**config.mk**
```make
export PLATFORM = sky130hd
export DESIGN_NAME = lmk_sysref_seq
export DESIGN_NICKNAME = d
export VERILOG_FILES = /design/src/rtl/lmk_sysref_seq.sv
export SDC_FILE = /design/constraint.sdc
export NUM_CORES = 1
export LEC_CHECK = 0
export CAP_MARGIN = 20
export CORE_MARGIN = 2
export CORE_UTILIZATION = 61
export DETAILED_ROUTE_END_ITERATION = 6
export GPL_TIMING_DRIVEN = 0
export MAX_ROUTING_LAYER = met4
export PLACE_DENSITY = 0.95
export REMOVE_ABC_BUFFERS = 1
export SETUP_SLACK_MARGIN = 0.05
export SLEW_MARGIN = 20
export SYNTH_ARGS = -nofsm -noshare
export SYNTH_HDL_FRONTEND = slang
export SYNTH_SLANG_ARGS = --single-unit
```
**constraint.sdc**
```tcl
create_clock -name clk -period 9.8 [get_ports clk]
set_input_delay 1.96 -clock clk [delete_from_list [all_inputs] [get_ports clk]]
set_output_delay 1.96 -clock clk [all_outputs]
set_load 0.02 [all_outputs]
```
**src/rtl/lmk_sysref_seq.sv**
```systemverilog
// LMK SYNC/SYSREF sequencer: SYNC pulse, gap, then counted or continuous SYSREF,
// with busy/done handshake. All outputs registered in the FMC core clock domain.
module lmk_sysref_seq #(
    parameter int HP_W = 8,
    parameter int BL_W = 8,
    parameter int SL_W = 16
) (
    input  logic            clk,
    input  logic            rst_n,
    input  logic            start,
    input  logic            abort,
    input  logic            cfg_continuous,
    input  logic [HP_W-1:0] cfg_half_period,
    input  logic [BL_W-1:0] cfg_burst_len,
    input  logic [SL_W-1:0] cfg_sync_len,
    input  logic [SL_W-1:0] cfg_gap,
    output logic            lmk_sync_out,
    output logic            sysref_out,
    output logic            busy,
    output logic            done,
    output logic [BL_W-1:0] pulse_cnt
);

    localparam logic [HP_W-1:0] HP_ZERO = {HP_W{1'b0}};
    localparam logic [HP_W-1:0] HP_ONE  = {{(HP_W-1){1'b0}}, 1'b1};
    localparam logic [BL_W-1:0] BL_ZERO = {BL_W{1'b0}};
    localparam logic [BL_W-1:0] BL_ONE  = {{(BL_W-1){1'b0}}, 1'b1};
    localparam logic [SL_W-1:0] SL_ZERO = {SL_W{1'b0}};
    localparam logic [SL_W-1:0] SL_ONE  = {{(SL_W-1){1'b0}}, 1'b1};

    typedef enum logic [2:0] {
        ST_IDLE   = 3'd0,
        ST_SYNC   = 3'd1,
        ST_GAP    = 3'd2,
        ST_SYSREF = 3'd3,
        ST_DONE   = 3'd4
    } state_t;

    state_t          state_r, state_s;
    logic            cont_r;
    logic [HP_W-1:0] hp_r, ph_r;
    logic [BL_W-1:0] bl_r, pulse_cnt_r;
    logic [SL_W-1:0] sl_r, gap_r, len_cnt_r;
    logic            lvl_r;
    logic            sync_r, sysref_r, busy_r, done_r;
    logic            sync_d, sysref_d, busy_d, done_d;

    logic            accept_s, fall_s, burst_end_s, idle_empty_s, lat_empty_s;
    logic [HP_W-1:0] hp_last_s;

    // A half period of 0 behaves as 1, so the wrap point is clamped at 0.
    assign hp_last_s    = (hp_r == HP_ZERO) ? HP_ZERO : (hp_r - HP_ONE);
    assign accept_s     = (state_r == ST_IDLE) && start && !abort;
    assign fall_s       = (state_r == ST_SYSREF) && (ph_r == hp_last_s) && lvl_r;
    assign burst_end_s  = fall_s && !cont_r && ((pulse_cnt_r + BL_ONE) == bl_r);
    assign idle_empty_s = !cfg_continuous && (cfg_burst_len == BL_ZERO);
    assign lat_empty_s  = !cont_r && (bl_r == BL_ZERO);

    // State register.
    always_ff @(posedge clk or negedge rst_n) begin
        if (!rst_n) begin
            state_r <= ST_IDLE;
        end else begin
            state_r <= state_s;
        end
    end

    // Next-state logic; abort overrides every transition.
    always_comb begin
        state_s = state_r;
        if (abort) begin
            state_s = ST_IDLE;
        end else begin
            case (state_r)
                ST_IDLE: begin
                    if (!start) begin
                        state_s = ST_IDLE;
                    end else if (cfg_sync_len != SL_ZERO) begin
                        state_s = ST_SYNC;
                    end else if (cfg_gap != SL_ZERO) begin
                        state_s = ST_GAP;
                    end else if (idle_empty_s) begin
                        state_s = ST_DONE;
                    end else begin
                        state_s = ST_SYSREF;
                    end
                end
                ST_SYNC: begin
                    if (len_cnt_r != (sl_r - SL_ONE)) begin
                        state_s = ST_SYNC;
                    end else if (gap_r != SL_ZERO) begin
                        state_s = ST_GAP;
                    end else if (lat_empty_s) begin
                        state_s = ST_DONE;
                    end else begin
                        state_s = ST_SYSREF;
                    end
                end
                ST_GAP: begin
                    if (len_cnt_r != (gap_r - SL_ONE)) begin
                        state_s = ST_GAP;
                    end else if (lat_empty_s) begin
                        state_s = ST_DONE;
                    end else begin
                        state_s = ST_SYSREF;
                    end
                end
                ST_SYSREF: begin
                    if (burst_end_s) begin
                        state_s = ST_DONE;
                    end else begin
                        state_s = ST_SYSREF;
                    end
                end
                ST_DONE: state_s = ST_IDLE;
                default: state_s = ST_IDLE;
            endcase
        end
    end

    // Output decode; registered below so each pin lags its state by one cycle.
    always_comb begin
        sync_d   = (state_r == ST_SYNC)   && !abort;
        sysref_d = (state_r == ST_SYSREF) && lvl_r && !abort;
        busy_d   = (state_r != ST_IDLE)   && !abort;
        done_d   = (state_r == ST_DONE)   && !abort;
    end

    // Output registers.
    always_ff @(posedge clk or negedge rst_n) begin
        if (!rst_n) begin
            sync_r   <= 1'b0;
            sysref_r <= 1'b0;
            busy_r   <= 1'b0;
            done_r   <= 1'b0;
        end else begin
            sync_r   <= sync_d;
            sysref_r <= sysref_d;
            busy_r   <= busy_d;
            done_r   <= done_d;
        end
    end

    // Config latch, length/gap counter, SYSREF phase generator and pulse counter.
    always_ff @(posedge clk or negedge rst_n) begin
        if (!rst_n) begin
            cont_r      <= 1'b0;
            hp_r        <= HP_ZERO;
            bl_r        <= BL_ZERO;
            sl_r        <= SL_ZERO;
            gap_r       <= SL_ZERO;
            len_cnt_r   <= SL_ZERO;
            ph_r        <= HP_ZERO;
            lvl_r       <= 1'b0;
            pulse_cnt_r <= BL_ZERO;
        end else begin
            if (accept_s) begin
                cont_r <= cfg_continuous;
                hp_r   <= cfg_half_period;
                bl_r   <= cfg_burst_len;
                sl_r   <= cfg_sync_len;
                gap_r  <= cfg_gap;
            end
            if ((state_s == state_r) && ((state_r == ST_SYNC) || (state_r == ST_GAP))) begin
                len_cnt_r <= len_cnt_r + SL_ONE;
            end else begin
                len_cnt_r <= SL_ZERO;
            end
            if ((state_r == ST_SYSREF) && (state_s == ST_SYSREF)) begin
                if (ph_r == hp_last_s) begin
                    ph_r  <= HP_ZERO;
                    lvl_r <= ~lvl_r;
                end else begin
                    ph_r  <= ph_r + HP_ONE;
                end
            end else begin
                ph_r  <= HP_ZERO;
                lvl_r <= 1'b0;
            end
            if (accept_s) begin
                pulse_cnt_r <= BL_ZERO;
            end else if (fall_s && !abort) begin
                pulse_cnt_r <= pulse_cnt_r + BL_ONE;
            end
        end
    end

    assign lmk_sync_out = sync_r;
    assign sysref_out   = sysref_r;
    assign busy         = busy_r;
    assign done         = done_r;
    assign pulse_cnt    = pulse_cnt_r;

endmodule

```
# Yosys cells after proc, flatten, opt, wreduce, memory -nomap -nowiden
# Index checks and enable logic that the tools add are counted.
# totals
reg_bits	89
input_bits	53
output_inout_bits	12
word_cells	80
# op_classes
n_addsub	6
eq_ne	11
n_mux	19
bitwise_logic	1
n_reduce_logical	29
# op_table
operator	n
16-bit nonzero test	3
8-bit 2-to-1 mux	5
16-bit inequality test	2
16-bit by 1-bit subtractor with 16-bit output, second input constant	2
3-bit 2-to-1 mux	10
8-bit zero test	3
16-bit by 1-bit adder with 16-bit output, second input constant	1
8-bit by 1-bit adder with 8-bit output, second input constant	2
8-bit equality test	2
1-bit logical AND	16
16-bit 2-to-1 mux	1
3-bit case mux with 4 select lines	1
3-bit by 2-bit equality test with 1-bit output, second input constant	3
8-bit by 1-bit subtractor with 8-bit output, second input constant	1
3-bit by 1-bit equality test with 1-bit output, second input constant	1
3-bit equality test	1
3-bit equality test, second input constant	1
1-bit zero test	3
3-bit zero test	1
3-bit nonzero test	1
1-bit 2-to-1 mux	2
2-bit by 1-bit inequality test with 1-bit output, second input constant	1
2-bit nonzero test	1
1-bit logical OR	1
1-bit inverter	1

# Logic depth before layout (Yosys ltp)
# depth
depth_word	13
mapped_depth	13

# Worst setup path before layout
# Ideal clock, no wire load.
# synth_timing
path_kind	input -> register
startpoint	in cfg_gap[2]
endpoint	reg len_cnt_r[10]
setup_time_ps	72
arrival_ps	3828
required_time_ps	9728
path_slack_ps	5900
cell_stages	9
n_path_buf	1
path_cell_list	nor4_1 > and4_1 > and4_1 > nor3_1 > a211o_1 > or4_1 > mux2_4 > buf_6 > nor2_1
# synth_between
elab_chain_cells	9
# synth_rtl
item	line_no	source
start: declaration	16	input logic [SL_W-1:0] cfg_gap,
16-bit nonzero test	80	end else if (cfg_gap != SL_ZERO) begin
3-bit 2-to-1 mux	80	
3-bit 2-to-1 mux	78	end else if (cfg_sync_len != SL_ZERO) begin
3-bit 2-to-1 mux	76	if (!start) begin
3-bit case mux with 4 select lines	74	case (state_r)
3-bit 2-to-1 mux	71	if (abort) begin
3-bit equality test	164	if ((state_s == state_r) && ((state_r == ST_SYNC) || (state_r == ST_GAP))) begin
1-bit logical AND	164	
16-bit 2-to-1 mux	164	
end signal: assignment	165	len_cnt_r <= len_cnt_r + SL_ONE;
end: declaration	43	logic [SL_W-1:0] sl_r, gap_r, len_cnt_r;
# Every way passes these cells.
# A chain may end at the register's enable or synchronous reset.

# Worst setup path after layout
# layout_timing
startpoint	in cfg_gap[1]
endpoint	reg len_cnt_r[1]
# Same word-level chain as after synthesis.

==> flow_metrics.env <==
export IMPL_tightest_slew_ns=0.828
export IMPL_synthToLayoutAreaGrowth_pct=16.1
export IMPL_gr_total_overflow=0
export IMPL_drtPass1Iterations=5
export IMPL_start_kind="primary input"
export IMPL_cts_sinks=89
export IMPL_power_leakage_nw=2.54
export IMPL_synth_edf_count=0
export IMPL_hold_viol_final=0
export IMPL_path_class="primary input to flop"
export IMPL_syn_area_um2=5680
export IMPL_drive_gt1_share_pct=11.4
export IMPL_drt_iter0_markers=288
export IMPL_clockRootBuffer="clkbuf_8"
export IMPL_fillers=637
export IMPL_via_count=4898
export IMPL_cts_tree="yes"
export IMPL_synth_distinct_cells=64
export IMPL_globalplace_congestion=0.884
export IMPL_yosys_warnings=0
export IMPL_first_global_vias=4810
export IMPL_core_area_um2=9150
export IMPL_synth_seq_cells=89
export IMPL_slew_headroom_pct=43.4
export IMPL_synth_top_flop_cell="dfrtp_1"
export IMPL_fin_crit_sh_pct=45.3
export IMPL_synthArstFlopShare_pct=100
export IMPL_nNetsFinal=720
export IMPL_max_freq_ghz=0.225
export IMPL_syn_inst=612
export IMPL_cp_arrival_ns=4.75
export IMPL_clk_path_buf_depth=2
export IMPL_period_needed_ns=4.44
export IMPL_antenna_found_initial=0
export IMPL_start_util_pct=62.1
export IMPL_hold_ws_ns=0.536
export IMPL_track_usage_pct=28.9
export IMPL_wl_per_cell_um=17.1
export IMPL_seq_area_frac_synth_pct=39.2
export IMPL_grt_setup_unrepaired="no"
export IMPL_power_total_mw=1.04
export IMPL_syn_area_per_cell_um2=9.29
export IMPL_drc=0
export IMPL_numCtsBuffers=9
export IMPL_ctsResizeCount=0
export IMPL_clk_pin_slew_ns=0.08
export IMPL_htree_levels=3
export IMPL_finalWorstSetupSlack_ns=5.36
export IMPL_cts_hold_buffers=0
export IMPL_clk_latency_ns=0.38
export IMPL_setup_violations=0
export IMPL_die_height_um=101
export IMPL_hold_class="flop to flop"
export IMPL_boundaryPins=65
export IMPL_skew_ns=0.0165
export IMPL_power_density_nw_per_um2=157
export IMPL_setup_tns_ns=0
export IMPL_grt_pass1_wl_um=22700
export IMPL_worstPathRequired_ns=10.11
export IMPL_cp_end_kind="flop"
export IMPL_grt_start_max_net_pins=49
export IMPL_routed_wl_um=13300
export IMPL_cp_max_fo=16
export IMPL_slew_viol_final=0
export IMPL_antennaDiodeCount=0
export IMPL_fp_row_count=35
export IMPL_dieArea_um2=10100
export IMPL_drv_cap=0
export IMPL_cts_setup_buffers=0
export IMPL_hpwl_um=9990
export IMPL_viasPerCell=6.30
export IMPL_die_w_um=101
export IMPL_ir_drop_uv=137
export IMPL_register_area_um2=2230
export IMPL_dp_slack_ns=4.98
export IMPL_multiInputGateArea_um2=3260
export IMPL_outcome="finished clean"
export IMPL_io_buffer_count=64
export IMPL_antenna_left=0
==> kinds of logic (layout without fill, tap and decap cells) <==
logic type	Yosys count	after routing	share of synthesized area [%]
and+or+nand+nor	257	257	24.9
AOI/OAI and AO/OA	97	97	11.6
DFF	89	89	39.2
xor gates and xnor gates	73	73	11.5
buffers and inverters	50	104	3.61
muxes	40	40	7.95
adders and majority gates	6	6	1.32
==> power breakdown <==
group | internal, mW | total [mW] | switching [mW] | leakage, nW
Sequential | 0.417 | 0.492 | 0.0753 | 1.14
Clock | 0.105 | 0.237 | 0.132 | 0.0911
Combinational | 0.155 | 0.307 | 0.152 | 1.31
==> stage by stage <==
step,cells,cell area [um2],util [%]
final,777,6600,72.1
after global placement,758,6340,69.2
after CTS,777,6600,72.1
after detailed placement,761,6420,70.1
after floorplan,583,5560,-
after global routing,777,6600,72.1
==> registers in the layout (all words and copies together), names as in the netlist <==
register      count
bl_r              8
busy              1
cont_r            1
done              1
gap_r            16
hp_r              8
len_cnt_r        16
lmk_sync_out      1
lvl_r             1
ph_r              8
pulse_cnt         8
sl_r             16
state_r           3
sysref_out        1
==> worst max-delay path, stage by stage <==
cell             delay, ns
clkdlybuf4s50_1       0.42
nor4_1                0.46
and4_1                0.38
and4_1                0.24
nor3_1                0.06
a211o_1               0.31
or4_1                 0.41
mux2_4                0.38
nor2b_1               0.13
==> Yosys cell counts (5+ instances only) <==
| master | count | area share (%) |
|---|---|---|
| xor2_1 | 32 | 4.9 |
| nand3_1 | 23 | 2.0 |
| xnor2_1 | 40 | 6.2 |
| nor4_1 | 28 | 3.1 |
| ha_1 | 6 | 1.3 |
| dfrtp_1 | 89 | 39 |
| nand2b_1 | 12 | 1.3 |
| nor2_1 | 60 | 4.0 |
| and3_1 | 9 | 0.99 |
| nand2_1 | 35 | 2.3 |
| or2_2 | 5 | 0.55 |
| or4_1 | 10 | 1.3 |
| nor3_1 | 20 | 1.8 |
| a21oi_1 | 13 | 1.1 |
| or3_1 | 10 | 1.1 |
| inv_1 | 21 | 1.4 |
| nand3b_1 | 5 | 0.66 |
| o211ai_1 | 8 | 1.1 |
| a31oi_1 | 5 | 0.55 |
| o21ai_0 | 30 | 2.6 |
| nor2b_1 | 7 | 0.77 |
| mux2_2 | 37 | 7.3 |
| clkbuf_1 | 25 | 1.7 |
==> area by class of cell <==
cell class | instances | area share (%)
Tap cell | 111 | 2.10
Inverter | 21 | 1.19
Timing Repair Buffer | 67 | 10.8
Clock inverter | 5 | 0.455
Clock buffer | 11 | 2.29
Sequential cell | 89 | 33.8
Multi-Input combinational cell | 473 | 49.4
==> cell usage in the layout, fill, tap and decap left out, drive strengths merged, types with 20 or more instances in the layout <==
cell type	synthesis	final
xor2	32	32
clkdlybuf4s50	0	63
nor3	20	20
nand2	35	35
o21ai	30	30
xnor2	40	40
nor2	64	64
dfrtp	89	89
nand3	23	23
nor4	30	30
mux2	38	38
inv	21	21
==> worst paths after layout <==
path / startpoint / to / slack [ns] / cells past startpoint
worst max-delay path: cfg_gap[1] / len_cnt_r[1] / 5.36 / 9
worst min-delay path: sl_r[15] / sl_r[15] / 0.54 / 1
worst max register to register: hp_r[0] / len_cnt_r[1] / 6.00 / 11
worst min register to register: sl_r[15] / sl_r[15] / 0.54 / 1
max in group asynchronous: rst_n / gap_r[6] / 7.62 / 2
min in group asynchronous: rst_n / state_r[2] / 1.56 / 1
==> layer usage <==
layer / vias up / global-route usage, % / part of all wire, % / wire length (um)
li1: 2322 / - / - / -
met1: 2412 / 34.4 / 41 / 5470
met2: 135 / 49.6 / 53 / 7030
met3: 29 / 6.24 / 4.2 / 555
met4: 0 / 8.11 / 2.0 / 266
met5: - / - / 0 / 0
Note: power is estimated with default switching activity, not from simulation.
